==> config.mk <==
export PLATFORM = sky130hd
export DESIGN_NAME = hazard_stall_controller
export DESIGN_NICKNAME = d
export VERILOG_FILES = /design/src/rtl/hazard_stall_controller.sv
export SDC_FILE = /design/constraint.sdc
export NUM_CORES = 1
export LEC_CHECK = 0
export BUFFER_PORTS_ARGS = -buffer_cell sky130_fd_sc_hd__clkbuf_2
export CAP_MARGIN = 40
export CELL_PAD_IN_SITES_DETAIL_PLACEMENT = 1
export CELL_PAD_IN_SITES_GLOBAL_PLACEMENT = 2
export CORE_MARGIN = 5
export CORE_UTILIZATION = 29
export CTS_BUF_LIST = sky130_fd_sc_hd__clkbuf_4 sky130_fd_sc_hd__clkbuf_8
export DETAILED_ROUTE_END_ITERATION = 8
export GPL_TIMING_DRIVEN = 0
export PLACE_DENSITY = 0.84
export SLEW_MARGIN = 20
export SYNTH_ARGS = -nofsm -noshare
export SYNTH_HDL_FRONTEND = slang
export SYNTH_SLANG_ARGS = --single-unit
==> constraint.sdc <==
create_clock -name clk -period 2.4 [get_ports clk]
set_clock_uncertainty 0.1 [all_clocks]
set_input_delay 0.48 -clock clk [delete_from_list [all_inputs] [get_ports clk]]
set_output_delay 0.48 -clock clk [all_outputs]
set_load 0.05 [all_outputs]
==> src/rtl/hazard_stall_controller.sv <==
`default_nettype none
// ============================================================================
// hazard_stall_controller : pipeline freeze / branch flush / load-use stall
// Revision: 1.0
// ============================================================================
module hazard_stall_controller #(
    parameter int WAIT_TIMEOUT = 255,
    parameter int CNT_W        = 16
) (
    input  logic             clk,
    input  logic             rst_n,
    input  logic [4:0]       IF_ID_RegRs1,
    input  logic [4:0]       IF_ID_RegRs2,
    input  logic             ID_EX_MemRead,
    input  logic [4:0]       ID_EX_RegRd,
    input  logic             EX_Branch_Taken,
    input  logic             MEM_Req,
    input  logic             DMem_Ready,
    output logic             PC_Write,
    output logic             IF_ID_Write,
    output logic             IF_ID_Flush,
    output logic             ID_EX_Flush,
    output logic             ID_EX_Write,
    output logic             EX_MEM_Write,
    output logic             MEM_WB_Bubble,
    output logic             Mem_Timeout,
    output logic [CNT_W-1:0] Stall_Count,
    output logic [CNT_W-1:0] Flush_Count
);

    typedef enum logic [1:0] {
        S_RUN   = 2'd0,
        S_WAIT  = 2'd1,
        S_ABORT = 2'd2
    } state_t;

    state_t            state_q, state_d;
    logic [15:0]       wait_cnt_q, wait_cnt_d;
    logic [16:0]       wait_cnt_inc;
    logic              timeout_q, timeout_d;
    logic [CNT_W-1:0]  stall_cnt_q, flush_cnt_q;
    logic              freeze;
    logic              load_use;

    assign freeze   = (state_q != S_ABORT) && MEM_Req && !DMem_Ready;
    assign load_use = ID_EX_MemRead && (ID_EX_RegRd != 5'd0) &&
                      ((ID_EX_RegRd == IF_ID_RegRs1) || (ID_EX_RegRd == IF_ID_RegRs2));

    // Count of freeze cycles including the current one while waiting.
    assign wait_cnt_inc = {1'b0, wait_cnt_q} + 17'd1;

    always_comb begin
        PC_Write      = 1'b1;
        IF_ID_Write   = 1'b1;
        ID_EX_Write   = 1'b1;
        EX_MEM_Write  = 1'b1;
        IF_ID_Flush   = 1'b0;
        ID_EX_Flush   = 1'b0;
        MEM_WB_Bubble = 1'b0;
        if (rst_n) begin
            if (freeze) begin
                PC_Write      = 1'b0;
                IF_ID_Write   = 1'b0;
                ID_EX_Write   = 1'b0;
                EX_MEM_Write  = 1'b0;
                MEM_WB_Bubble = 1'b1;
            end else begin
                if (EX_Branch_Taken) begin
                    IF_ID_Flush = 1'b1;
                    ID_EX_Flush = 1'b1;
                end else if (load_use) begin
                    PC_Write    = 1'b0;
                    IF_ID_Write = 1'b0;
                    ID_EX_Flush = 1'b1;
                end
                if (state_q == S_ABORT) begin
                    MEM_WB_Bubble = 1'b1;
                end
            end
        end
    end

    always_comb begin
        state_d    = state_q;
        wait_cnt_d = wait_cnt_q;
        timeout_d  = timeout_q;
        case (state_q)
            S_RUN: begin
                if (freeze) begin
                    state_d    = S_WAIT;
                    wait_cnt_d = 16'd1;
                end
            end
            S_WAIT: begin
                if (freeze) begin
                    if (wait_cnt_inc >= 17'(WAIT_TIMEOUT)) begin
                        state_d    = S_ABORT;
                        wait_cnt_d = 16'd0;
                        timeout_d  = 1'b1;
                    end else begin
                        wait_cnt_d = wait_cnt_inc[15:0];
                    end
                end else begin
                    state_d    = S_RUN;
                    wait_cnt_d = 16'd0;
                end
            end
            S_ABORT: begin
                state_d    = S_RUN;
                wait_cnt_d = 16'd0;
            end
            default: begin
                state_d    = S_RUN;
                wait_cnt_d = 16'd0;
            end
        endcase
    end

    always_ff @(posedge clk) begin
        if (!rst_n) begin
            state_q     <= S_RUN;
            wait_cnt_q  <= 16'd0;
            timeout_q   <= 1'b0;
            stall_cnt_q <= '0;
            flush_cnt_q <= '0;
        end else begin
            state_q    <= state_d;
            wait_cnt_q <= wait_cnt_d;
            timeout_q  <= timeout_d;
            if (!PC_Write && (stall_cnt_q != {CNT_W{1'b1}})) begin
                stall_cnt_q <= stall_cnt_q + 1'b1;
            end
            if (IF_ID_Flush && (flush_cnt_q != {CNT_W{1'b1}})) begin
                flush_cnt_q <= flush_cnt_q + 1'b1;
            end
        end
    end

    assign Mem_Timeout = timeout_q;
    assign Stall_Count = stall_cnt_q;
    assign Flush_Count = flush_cnt_q;

endmodule
`default_nettype wire

* After elaboration in Yosys (flattened, before gate mapping) *
Index checks and enable logic that the tools add are counted.

storage, ports and cells
  logic and storage cells = 55
  bits in registers = 51
  output and inout port bits = 40

operators by class
  eq/ne operators = 9
  reductions and logical operators = 13
  add/subtract/negate cells = 3
  magnitude comparators = 1
  muxes and demuxes = 24

operators by type and width
  kind                                                                 count
  2-to-1 mux 16 bit                                                    3
  adder 16 x 1 -> 16 bit (second input constant)                       2
  inequality test 16 bit (second input constant)                       2
  case mux 16 bit (2 select lines)                                     1
  adder 16 x 1 -> 17 bit (second input constant)                       1
  greater-or-equal comparator 17 x 8 -> 1 bit (second input constant)  1
  2-to-1 mux 1 bit                                                     16
  equality test 5 bit                                                  2
  logical AND 1 bit                                                    6
  2-to-1 mux 2 bit                                                     3
  nonzero test 5 bit                                                   1
  inequality test 2 bit (second input constant)                        2
  case mux 2 bit (2 select lines)                                      1
  inequality test 3 bit (second input constant)                        1
  AND reduction 3 bit                                                  1
  equality test 2 x 1 -> 1 bit (second input constant)                 1
  equality test 2 bit (second input constant)                          1
  logical NOT 1 bit                                                    2
  logical NOT 2 bit                                                    1
  AND reduction 2 bit                                                  1
  logical OR 1 bit                                                     1

* Logic depth before layout (Yosys ltp) *
Gate-level depths: netlist of the first run.

  depth in word-level cells = 9
  depth in mapped cells = 8
  mapped depth without buffers = 7

* Worst setup path after synthesis of the first run *
OpenSTA, ideal clock, no wires.

  kind = input -> output
  start = input ID_EX_RegRd[4]
  end = output ID_EX_Flush
  required time = 1.820 ns
  stages = 5
  slack = -0.455 ns
  arrival = 2.275 ns
  cells stage by stage = xnor2_1 nand3_1 o22ai_1 a21oi_1 a211oi_1

on the way
  word-level cells in the longest chain between the ends = 7
  elaborated cells on any way between the ends = 10

RTL lines
  what                                                              line    source
  start: declaration                                                15      input logic [4:0] ID_EX_RegRd,
  equality test 5 bit / nonzero test 5 bit (equally long branches)  47, 46
  logical OR 1 bit / logical AND 1 bit (equally long branches)      47, 46
  logical AND 1 bit *                                               46      assign load_use = ID_EX_MemRead && (ID_EX_RegRd != 5'd0) &&
  2-to-1 mux 1 bit *                                                71      end else if (load_use) begin
  2-to-1 mux 1 bit *                                                68      if (EX_Branch_Taken) begin
  2-to-1 mux 1 bit *                                                61      if (freeze) begin
  2-to-1 mux 1 bit *                                                60      if (rst_n) begin
  end: declaration                                                  22      output logic ID_EX_Flush,

Mark *: on every way between the ends. The rest lies on a longest branch, timed or not.

* Worst setup path after layout of the first run *
  start = input ID_EX_RegRd[2]
  end = output PC_Write

on the way
  word-level cells in the longest chain between the ends = 7
  elaborated cells on any way between the ends = 10

RTL lines
  what                                                              line    source
  equality test 5 bit / nonzero test 5 bit (equally long branches)  47, 46
  logical OR 1 bit / logical AND 1 bit (equally long branches)      47, 46
  logical AND 1 bit *                                               46
  2-to-1 mux 1 bit *                                                71
  2-to-1 mux 1 bit *                                                68
  2-to-1 mux 1 bit *                                                61
  2-to-1 mux 1 bit *                                                60
  end: declaration                                                  19      output logic PC_Write,

Marked as above.

==> results of run 1 <==
[registers in the layout, indices dropped and copies added (netlist names)]
register     count
wait_cnt_q      16
Flush_Count     16
Mem_Timeout      1
Stall_Count     16
state_q          2
[metrics by stage]
step | hold WS [ps] | utilization [%] | cells
floorplan | 360 | - | 337
global placement | 343 | 35.0 | 525
detailed placement | 360 | 35.0 | 525
CTS | 383 | 37.2 | 539
global route | 416 | 37.7 | 541
finish | 376 | 37.7 | 541
[final cells by class]
class                      instances  area (µm²)
buffer                            17         108
clock buffer                       6        76.3
clock inverter                     2        12.5
fill                            1162        5810
inverter                           8        30.0
multi-input combinational        261        1690
sequential                        51        1020
tap                              129         161
timing repair buffer              67         423
[cells in the mapped netlist, drive strengths merged, types with 3 or more instances]
cell type  number  area share [%]
xor2            6             1.9
nor2           25             3.4
ha              4             1.8
nor2b           4            0.98
or3b            3            0.94
and3            7             1.6
mux2i          10             3.6
clkbuf          6            0.80
buf            11             2.6
dfxtp          51              36
inv             8             1.1
nand2          33             4.4
nor4            8             1.8
o31ai           6             1.6
o21ai          10             1.8
or4             8             2.1
nand3          27             4.8
nor3            7             1.3
or3             6             1.3
and4            5             1.6
a21oi          19             3.5
o2111ai         4             1.3
nand2b          7             1.6
xnor2          20             6.3
nand4           8             1.8
and2           13             2.9
[layer usage]
layer / global-route usage [%] / wire length (µm) / part of all wire (%) / vias up
met2: 24.9 / 4110 / 51 / 31
li1: - / - / - / 1363
met1: 17.0 / 3680 / 45 / 1353
met3: 2.69 / 256 / 3.2 / 4
met5: 0 / 0 / 0 / -
met4: 2.61 / 48 / 0.59 / 0
[power breakdown]
group,total [mW],switching [mW],internal (mW)
Combinational,0.171,0.103,0.0687
Sequential,0.859,0.00796,0.851
Clock,0.504,0.288,0.216
Total,1.53,0.398,1.14
[cells in the final DEF, fill, tap and decap left out, types with 9 or more instances in the layout]
master / instances
a21oi_1: 18
and2_1: 13
xnor2_1: 20
nor2_1: 24
o21ai_0: 10
buf_4: 9
dfxtp_1: 48
nand3_1: 27
nand2_1: 33
mux2i_1: 10
clkbuf_2: 54
[repair_timing]
| action | CTS | global route |
|---|---|---|
| resized for setup | 11 | 13 |
| setup buffers | 6 | 2 |
| pin swaps | 2 | 3 |
| endpoints found under the setup margin | 8 | 16 |
[path summary, 6_finish.rpt]
kind | start | endpoint | slack [ps] | cells after the start
hold / removal | Mem_Timeout | Mem_Timeout | 380 | 1
setup / recovery | ID_EX_RegRd[2] | PC_Write | -70 | 7
hold reg to reg | Mem_Timeout | Mem_Timeout | 380 | 1
setup reg to reg | Stall_Count[7] | Stall_Count[4] | 170 | 8
[worst max-delay path, delay by kind of cell]
family | cells | cell delay [ps]
compound gates | 2 | 420
buf+inv | 4 | 490
simple gates | 1 | 510
[kinds of logic after synthesis]
logic type,synth area share (%)
DFF,36.5
AOI/OAI and AO/OA,13.6
buffers and inverters,4.47
adders and majority gates,1.79
xor gates and xnor gates,8.14
and+or+nand+nor,31.9
muxes,3.58
==> flow_summary_export.csv, run 1 <==
group,metric,value,unit
worst_setup_path,crit_chain,"buf_8 -> or4_1 -> o21a_1 -> a41oi_4 -> buf_8 -> buf_6 -> clkbuf_16",
worst_setup_path,critical_path_arrival,1890,ps
worst_setup_path,max_stage_delay,510,ps
layout,final_area,0.00352,mm²
logic_synthesis,avgSynthCellArea,8.30,µm²
place,post-place-ws,-393,ps
clock_tree,insertion_delay,300,ps
clock_tree,clkTransAtPathRegs,90,ps
clock_tree,cts_made_buffers,5,
logic_synthesis,syn_area,0.00280,mm²
clock_tree,tritoncts,"built",
floorplan,initial_core_util,30.0,%
floorplan,core-area,0.00933,mm²
floorplan,io_pins,61,
floorplan,die_h,108,µm
worst_setup_path,cpMaxStageDelayCell,"or4_1",
status,status,"finished with violations",
timing,worst_slew_pin_slew,676,ps
layout,drive_above_1_share,24.8,%
place,dp_hpwl,6.01,mm
global_route,antenna_found_initial,0,
layout,fin_nets,436,
routing,num_vias,2751,
place,port_buffers,59,
routing,ant_nets,0,
timing,clock.fmax,404,MHz
logic_synthesis,yosysWarnings,0,
floorplan,die_w,108,µm
timing,slew_headroom,54.5,%
worst_setup_path,end_kind,"primary output",
logic_synthesis,ys_types,48,
power_and_ir_drop,power_leakage,1.34,nW
worst_setup_path,cp_data_required_time,1820,ps
worst_hold_path,hold_class,"flip-flop to flip-flop",
job,drv_cap,0,
timing,grt_setup_unrepaired,"true",
clock_tree,cts-root-buf,"clkbuf_8",
worst_setup_path,worstSetupStartpointType,"primary input",
layout,antenna_cells_inserted,0,
timing,hold_violations,0,
logic_synthesis,synth_seq_cells,51,
logic_synthesis,synth_flop_cell,"dfxtp_1",
layout,syn_to_final_growth,25.8,%
timing,setup-tns-final,-77.9,ps
clock_tree,postCtsHoldBufs,0,
global_route,grt_pass1_vias,2754,
worst_setup_path,criticalPathCategory,"primary input to primary output",
global_route,track_usage,13.8,%
clock_tree,max-clock-path-buffers,2,
power_and_ir_drop,p_per_area,436,mW/mm²
place,placed_cell_area,0.00327,mm²
logic_synthesis,syn-num-nets,362,
logic_synthesis,async_reset_ff_share,0,%
floorplan,die-area,0.0117,mm²
floorplan,fp-row-count,35,
logic_synthesis,synthCells,337,
timing,finalSetupViolCount,2,
global_route,overflow,0,
routing,dr.pass1.iters,4,
timing,fin_crit_sh,103,%
global_route,grt_pass1_wl,13.2,mm
global_route,grt_max_degree,16,
clock_tree,numClockSinks,51,
timing,slew_violations,0,
logic_synthesis,ys_seq_area_share,36.5,%
power_and_ir_drop,totalPowerFinal,1.53,mW
worst_setup_path,path_common_cell,"buf_8",
routing,wl,8.10,mm
place,finalWeightedCongestion,0.773,
power_and_ir_drop,irDropWorstVdd,0.199,mV
routing,dr.first_iter.drc_count,83,
routing,avgViaCountPerCell,5.09,
logic_synthesis,synth-edff-count,0,
timing,period_minus_slack,2470,ps
clock_tree,cts_max_level,2,
routing,remaining_drc_errors,0,
status,violations,"setup timing",
timing,setup_ws,-73.3,ps
routing,avgRoutedWirePerCell,15.0,µm
worst_setup_path,crit_fanout,4,
Note: power is estimated with default switching activity, not from simulation.
==> run 2: changes to the inputs <==
--- a/config.mk
+++ b/config.mk
@@ -8,9 +8,9 @@
 export BUFFER_PORTS_ARGS = -buffer_cell sky130_fd_sc_hd__clkbuf_2
 export CAP_MARGIN = 40
 export CELL_PAD_IN_SITES_DETAIL_PLACEMENT = 1
-export CELL_PAD_IN_SITES_GLOBAL_PLACEMENT = 2
+export CELL_PAD_IN_SITES_GLOBAL_PLACEMENT = 1
 export CORE_MARGIN = 5
-export CORE_UTILIZATION = 29
+export CORE_UTILIZATION = 37
 export CTS_BUF_LIST = sky130_fd_sc_hd__clkbuf_4 sky130_fd_sc_hd__clkbuf_8
 export DETAILED_ROUTE_END_ITERATION = 8
 export GPL_TIMING_DRIVEN = 0
==> run 2 against run 1 <==
The flow still finishes with violations (setup timing). Global-route usage increased by 3.8 points. Critical path depth stayed put. Sequential share of layout area up 0.27 points. Hold slack better by 12 ps. Flip-flop and latch count unchanged. Worst setup slack improved by 18 ps. Clock power is 9.1% higher. Sequential power about the same. Critical path type unchanged. Critical endpoint unchanged.
==> flow_summary_export.csv, run 2 (same netlist as run 1, synthesis figures left out) <==
group,metric,value,unit
routing,remaining_drc_errors,0,
status,status,"finished with violations",
worst_setup_path,path_common_cell,"buf_8",
routing,num_vias,2794,
worst_setup_path,crit_fanout,3,
floorplan,io_pins,61,
worst_setup_path,critical_path_arrival,1880,ps
layout,drive_above_1_share,25.7,%
floorplan,die_w,97.0,µm
clock_tree,postCtsHoldBufs,0,
layout,antenna_cells_inserted,0,
clock_tree,insertion_delay,330,ps
timing,grt_setup_unrepaired,"true",
floorplan,core-area,0.00729,mm²
clock_tree,clkTransAtPathRegs,90,ps
timing,setup-tns-final,-96.8,ps
timing,slew_violations,0,
timing,hold_violations,0,
clock_tree,numClockSinks,51,
routing,ant_nets,0,
clock_tree,tritoncts,"built",
worst_setup_path,criticalPathCategory,"primary input to primary output",
routing,avgRoutedWirePerCell,16.5,µm
floorplan,die-area,0.00940,mm²
global_route,overflow,0,
floorplan,initial_core_util,38.4,%
power_and_ir_drop,irDropWorstVdd,0.232,mV
clock_tree,cts-root-buf,"clkbuf_8",
worst_setup_path,worstSetupStartpointType,"primary input",
global_route,track_usage,17.6,%
power_and_ir_drop,p_per_area,453,mW/mm²
worst_setup_path,max_stage_delay,520,ps
routing,wl,8.44,mm
global_route,antenna_found_initial,0,
timing,slew_headroom,65.4,%
clock_tree,cts_made_buffers,5,
place,post-place-ws,-409,ps
timing,clock.fmax,407,MHz
timing,worst_slew_pin_slew,519,ps
routing,dr.first_iter.drc_count,98,
place,dp_hpwl,5.96,mm
layout,fin_nets,437,
layout,fin_util,47.9,%
status,violations,"setup timing",
place,finalWeightedCongestion,0.824,
global_route,grt_max_degree,19,
routing,dr.pass1.iters,4,
timing,setup_ws,-55.7,ps
floorplan,die_h,97.0,µm
timing,period_minus_slack,2460,ps
clock_tree,cts_max_level,2,
floorplan,fp-row-count,31,
global_route,grt_pass1_vias,2855,
worst_setup_path,end_kind,"primary output",
power_and_ir_drop,totalPowerFinal,1.58,mW
place,placed_cell_area,0.00323,mm²
timing,finalSetupViolCount,3,
clock_tree,max-clock-path-buffers,2,
layout,final_area,0.00349,mm²
global_route,grt_pass1_wl,14.0,mm
place,port_buffers,59,
worst_setup_path,cpMaxStageDelayCell,"or4_4",
timing,fin_crit_sh,102,%
worst_setup_path,cp_data_required_time,1820,ps
worst_setup_path,crit_chain,"buf_8 -> or4_4 -> o21a_1 -> a41oi_4 -> buf_8 -> buf_6 -> clkbuf_16",
worst_hold_path,hold_class,"flip-flop to flip-flop",
job,drv_cap,0,
routing,avgViaCountPerCell,5.46,
layout,syn_to_final_growth,24.9,%
power_and_ir_drop,power_leakage,1.35,nW
layout,final_common_cell,"clkbuf_2",
layout,most-common-layout-cells,"clkbuf_2 (54), dfxtp_1 (47), nand2_1 (33)",
run 2: routing by layer:
| layer | wire length (µm) | GRT usage, % | part of all wire, % |
|---|---|---|---|
| met5 | 0 | 0 | 0 |
| met4 | 120 | 5.40 | 1.4 |
| met3 | 291 | 3.38 | 3.4 |
| met2 | 4510 | 31.7 | 53 |
| met1 | 3520 | 21.0 | 42 |
run 2: where the power goes:
part | internal (mW) | switching, mW
Clock | 0.216 | 0.335
Sequential | 0.851 | 0.00842
Combinational | 0.0691 | 0.104
Total | 1.14 | 0.448
run 2: cell type report:
cell class	count	area [µm²]
Tap cell	99	124
Sequential cell	51	1030
Buffer	17	108
Clock inverter	3	26.3
Timing Repair Buffer	68	420
Inverter	8	30.0
Clock buffer	5	68.8
Multi-Input combinational cell	261	1690
Fill cell	929	3800
run 2: through the flow:
stage,cells,hold slack (ps)
5_1_grt,512,432
4_1_cts,510,376
3_3_place_gp,495,357
2_1_floorplan,337,360
3_5_place_dp,495,353
6_report,512,388
run 2: repair_timing:
action,4_1_cts,5_1_grt
cloned,0,0
setup endpoints to repair,7,22
pin swaps,4,4
buffers inserted,7,1
gates resized for setup,11,14
run 2: worst paths after layout:
| path | slack [ps] | cells after the start | to | startpoint |
|---|---|---|---|---|
| worst max-delay path | -60 | 7 | PC_Write | ID_EX_RegRd[1] |
| worst min-delay path | 390 | 1 | Mem_Timeout | Mem_Timeout |
| worst min register to register | 390 | 1 | Mem_Timeout | Mem_Timeout |
| worst max register to register | 170 | 8 | Stall_Count[4] | Stall_Count[7] |
run 2: critical path, delay by kind of cell:
family                 cells  cell delay, ps
AND/OR/NAND/NOR            1             520
buffers and inverters      4             480
AO/OA/AOI/OAI              2             400
==> run 3: changes to the inputs <==
==> constraint.sdc (replaced) <==
create_clock -name clk -period 2.4 [get_ports clk]
set_clock_uncertainty 0.1 [all_clocks]
set_input_delay 0 -clock clk [delete_from_list [all_inputs] [get_ports clk]]
set_output_delay 0 -clock clk [all_outputs]
set_load 0.05 [all_outputs]
==> run 3 against run 2 <==
Largest cell class unchanged. Maximum frequency grew 9.6%. Highest routed layer unchanged. The flow now finishes without violations. Final area shrank 2.7%. Flip-flop and latch count is the same. Critical path depth grew 1.
==> flow_summary_export.csv, run 3 (same netlist as run 1, synthesis figures left out) <==
group,metric,value,unit
status,status,"complete, no violations",
place,place_inst,495,
timing,hold_ws,39.8,ps
floorplan,fp-row-count,31,
timing,worst_slew_pin_slew,747,ps
layout,drive_above_1_share,23.5,%
clock_tree,max-clock-path-buffers,2,
layout,final_cells,507,
floorplan,core-area,0.00729,mm²
place,dp_hpwl,5.94,mm
layout,final_common_cell,"clkbuf_2",
worst_setup_path,worstReg2RegStart,"Stall_Count[9]",
worst_setup_path,crit_fanout,10,
routing,wl,7.91,mm
layout,n_fill_cell,934,
timing,slew_headroom,49.8,%
power_and_ir_drop,totalPowerFinal,1.64,mW
place,finalWeightedCongestion,0.825,
place,post-place-ws,-22.6,ps
clock_tree,cts_max_level,2,
global_route,grt_pass1_vias,2706,
routing,dr.pass1.iters,4,
floorplan,initial_core_util,38.4,%
clock_tree,tritoncts,"built",
timing,fin_crit_sh,93.3,%
layout,final_area,0.00340,mm²
floorplan,die_w,97.0,µm
power_and_ir_drop,p_per_area,483,mW/mm²
global_route,grt_max_degree,18,
clock_tree,cts_made_buffers,5,
worst_setup_path,end_kind,"flip-flop",
global_route,antenna_found_initial,0,
timing,finalSetupViolCount,0,
floorplan,io_pins,61,
clock_tree,insertion_delay,310,ps
place,placed_cell_area,0.00322,mm²
global_route,grt_pass1_wl,13.1,mm
routing,avgViaCountPerCell,5.35,
floorplan,die_h,97.0,µm
worst_hold_path,hold_start,"MEM_Req",
worst_setup_path,criticalPathCategory,"flip-flop to flip-flop",
job,drv_cap,0,
routing,dr.first_iter.drc_count,136,
routing,ant_nets,0,
layout,most-common-layout-cells,"clkbuf_2 (59), dfxtp_1 (48), nand2_1 (33)",
global_route,overflow,0,
timing,setup_ws,160,ps
worst_setup_path,worstSetupStartpointType,"flip-flop",
worst_setup_path,startpoint,"Stall_Count[9]",
routing,num_vias,2713,
routing,remaining_drc_errors,0,
timing,period_minus_slack,2240,ps
timing,slew_violations,0,
clock_tree,cts-root-buf,"clkbuf_8",
power_and_ir_drop,power_leakage,1.30,nW
worst_setup_path,cp_data_required_time,2500,ps
place,port_buffers,59,
clock_tree,clkTransAtPathRegs,100,ps
layout,multi_input_area,0.00167,mm²
timing,setup-tns-final,0,ps
layout,syn_to_final_growth,21.5,%
layout,regArea,0.00102,mm²
worst_setup_path,critical_path_arrival,2340,ps
global_route,track_usage,16.5,%
layout,fin_nets,432,
floorplan,die-area,0.00940,mm²
power_and_ir_drop,irDropWorstVdd,0.180,mV
routing,avgRoutedWirePerCell,15.6,µm
layout,fin_util,46.6,%
layout,antenna_cells_inserted,0,
timing,clock.fmax,446,MHz
worst_hold_path,hold_class,"primary input to flip-flop",
timing,hold_violations,0,
clock_tree,numClockSinks,51,
## run 3: cell types whose count changed in the layout (fill, tap and decap cells not counted), moves of 2 or more
cell	before	now
clkbuf_2	54	59
dlygate4sd3_1	0	2
clkbuf_8	7	5
buf_4	9	4
buf_8	3	0
## run 3: area by class of cell
type / instances / share of cell area (%)
Sequential cell: 51 / 30.2
Tap cell: 99 / 3.65
Clock inverter: 3 / 1.36
Buffer: 17 / 2.95
Multi-Input combinational cell: 261 / 49.3
Inverter: 8 / 0.884
Clock buffer: 5 / 2.03
Timing Repair Buffer: 63 / 9.72
## run 3: critical path: stages, from the launching register on
cell      delay [ps]
dfxtp_1          360
and4_1           220
and2_1           180
and3_1           210
and3_2           220
clkbuf_4         200
clkbuf_4         210
o311ai_1         280
o41ai_1          120
## run 3: what timing repair did
item	in CTS	in global routing
hold buffers	2	0
buffers inserted	0	2
hold endpoints to repair	6	0
gates resized for setup	1	11
pin swaps	1	1
setup endpoints to repair	12	15
## run 3: metal layers
metal	routed length (µm)	GRT usage, %
met1	3630	20.3
met2	3920	29.4
met3	292	3.31
met4	77	3.67
met5	0	0
## run 3: report_power, final
group | leakage, nW | switching [mW] | internal [mW]
clock network | 0.0548 | 0.317 | 0.315
registers | 0.413 | 0.00787 | 0.851
logic | 0.834 | 0.0995 | 0.0519
## run 3: path summary, 6_finish.rpt
check / endpoint / slack (ps) / cells after the start
max reg2reg: Stall_Count[4] / 160 / 8
min reg2reg: wait_cnt_q[13] / 410 / 1
max: Stall_Count[4] / 160 / 8
min: state_q[0] / 40 / 4
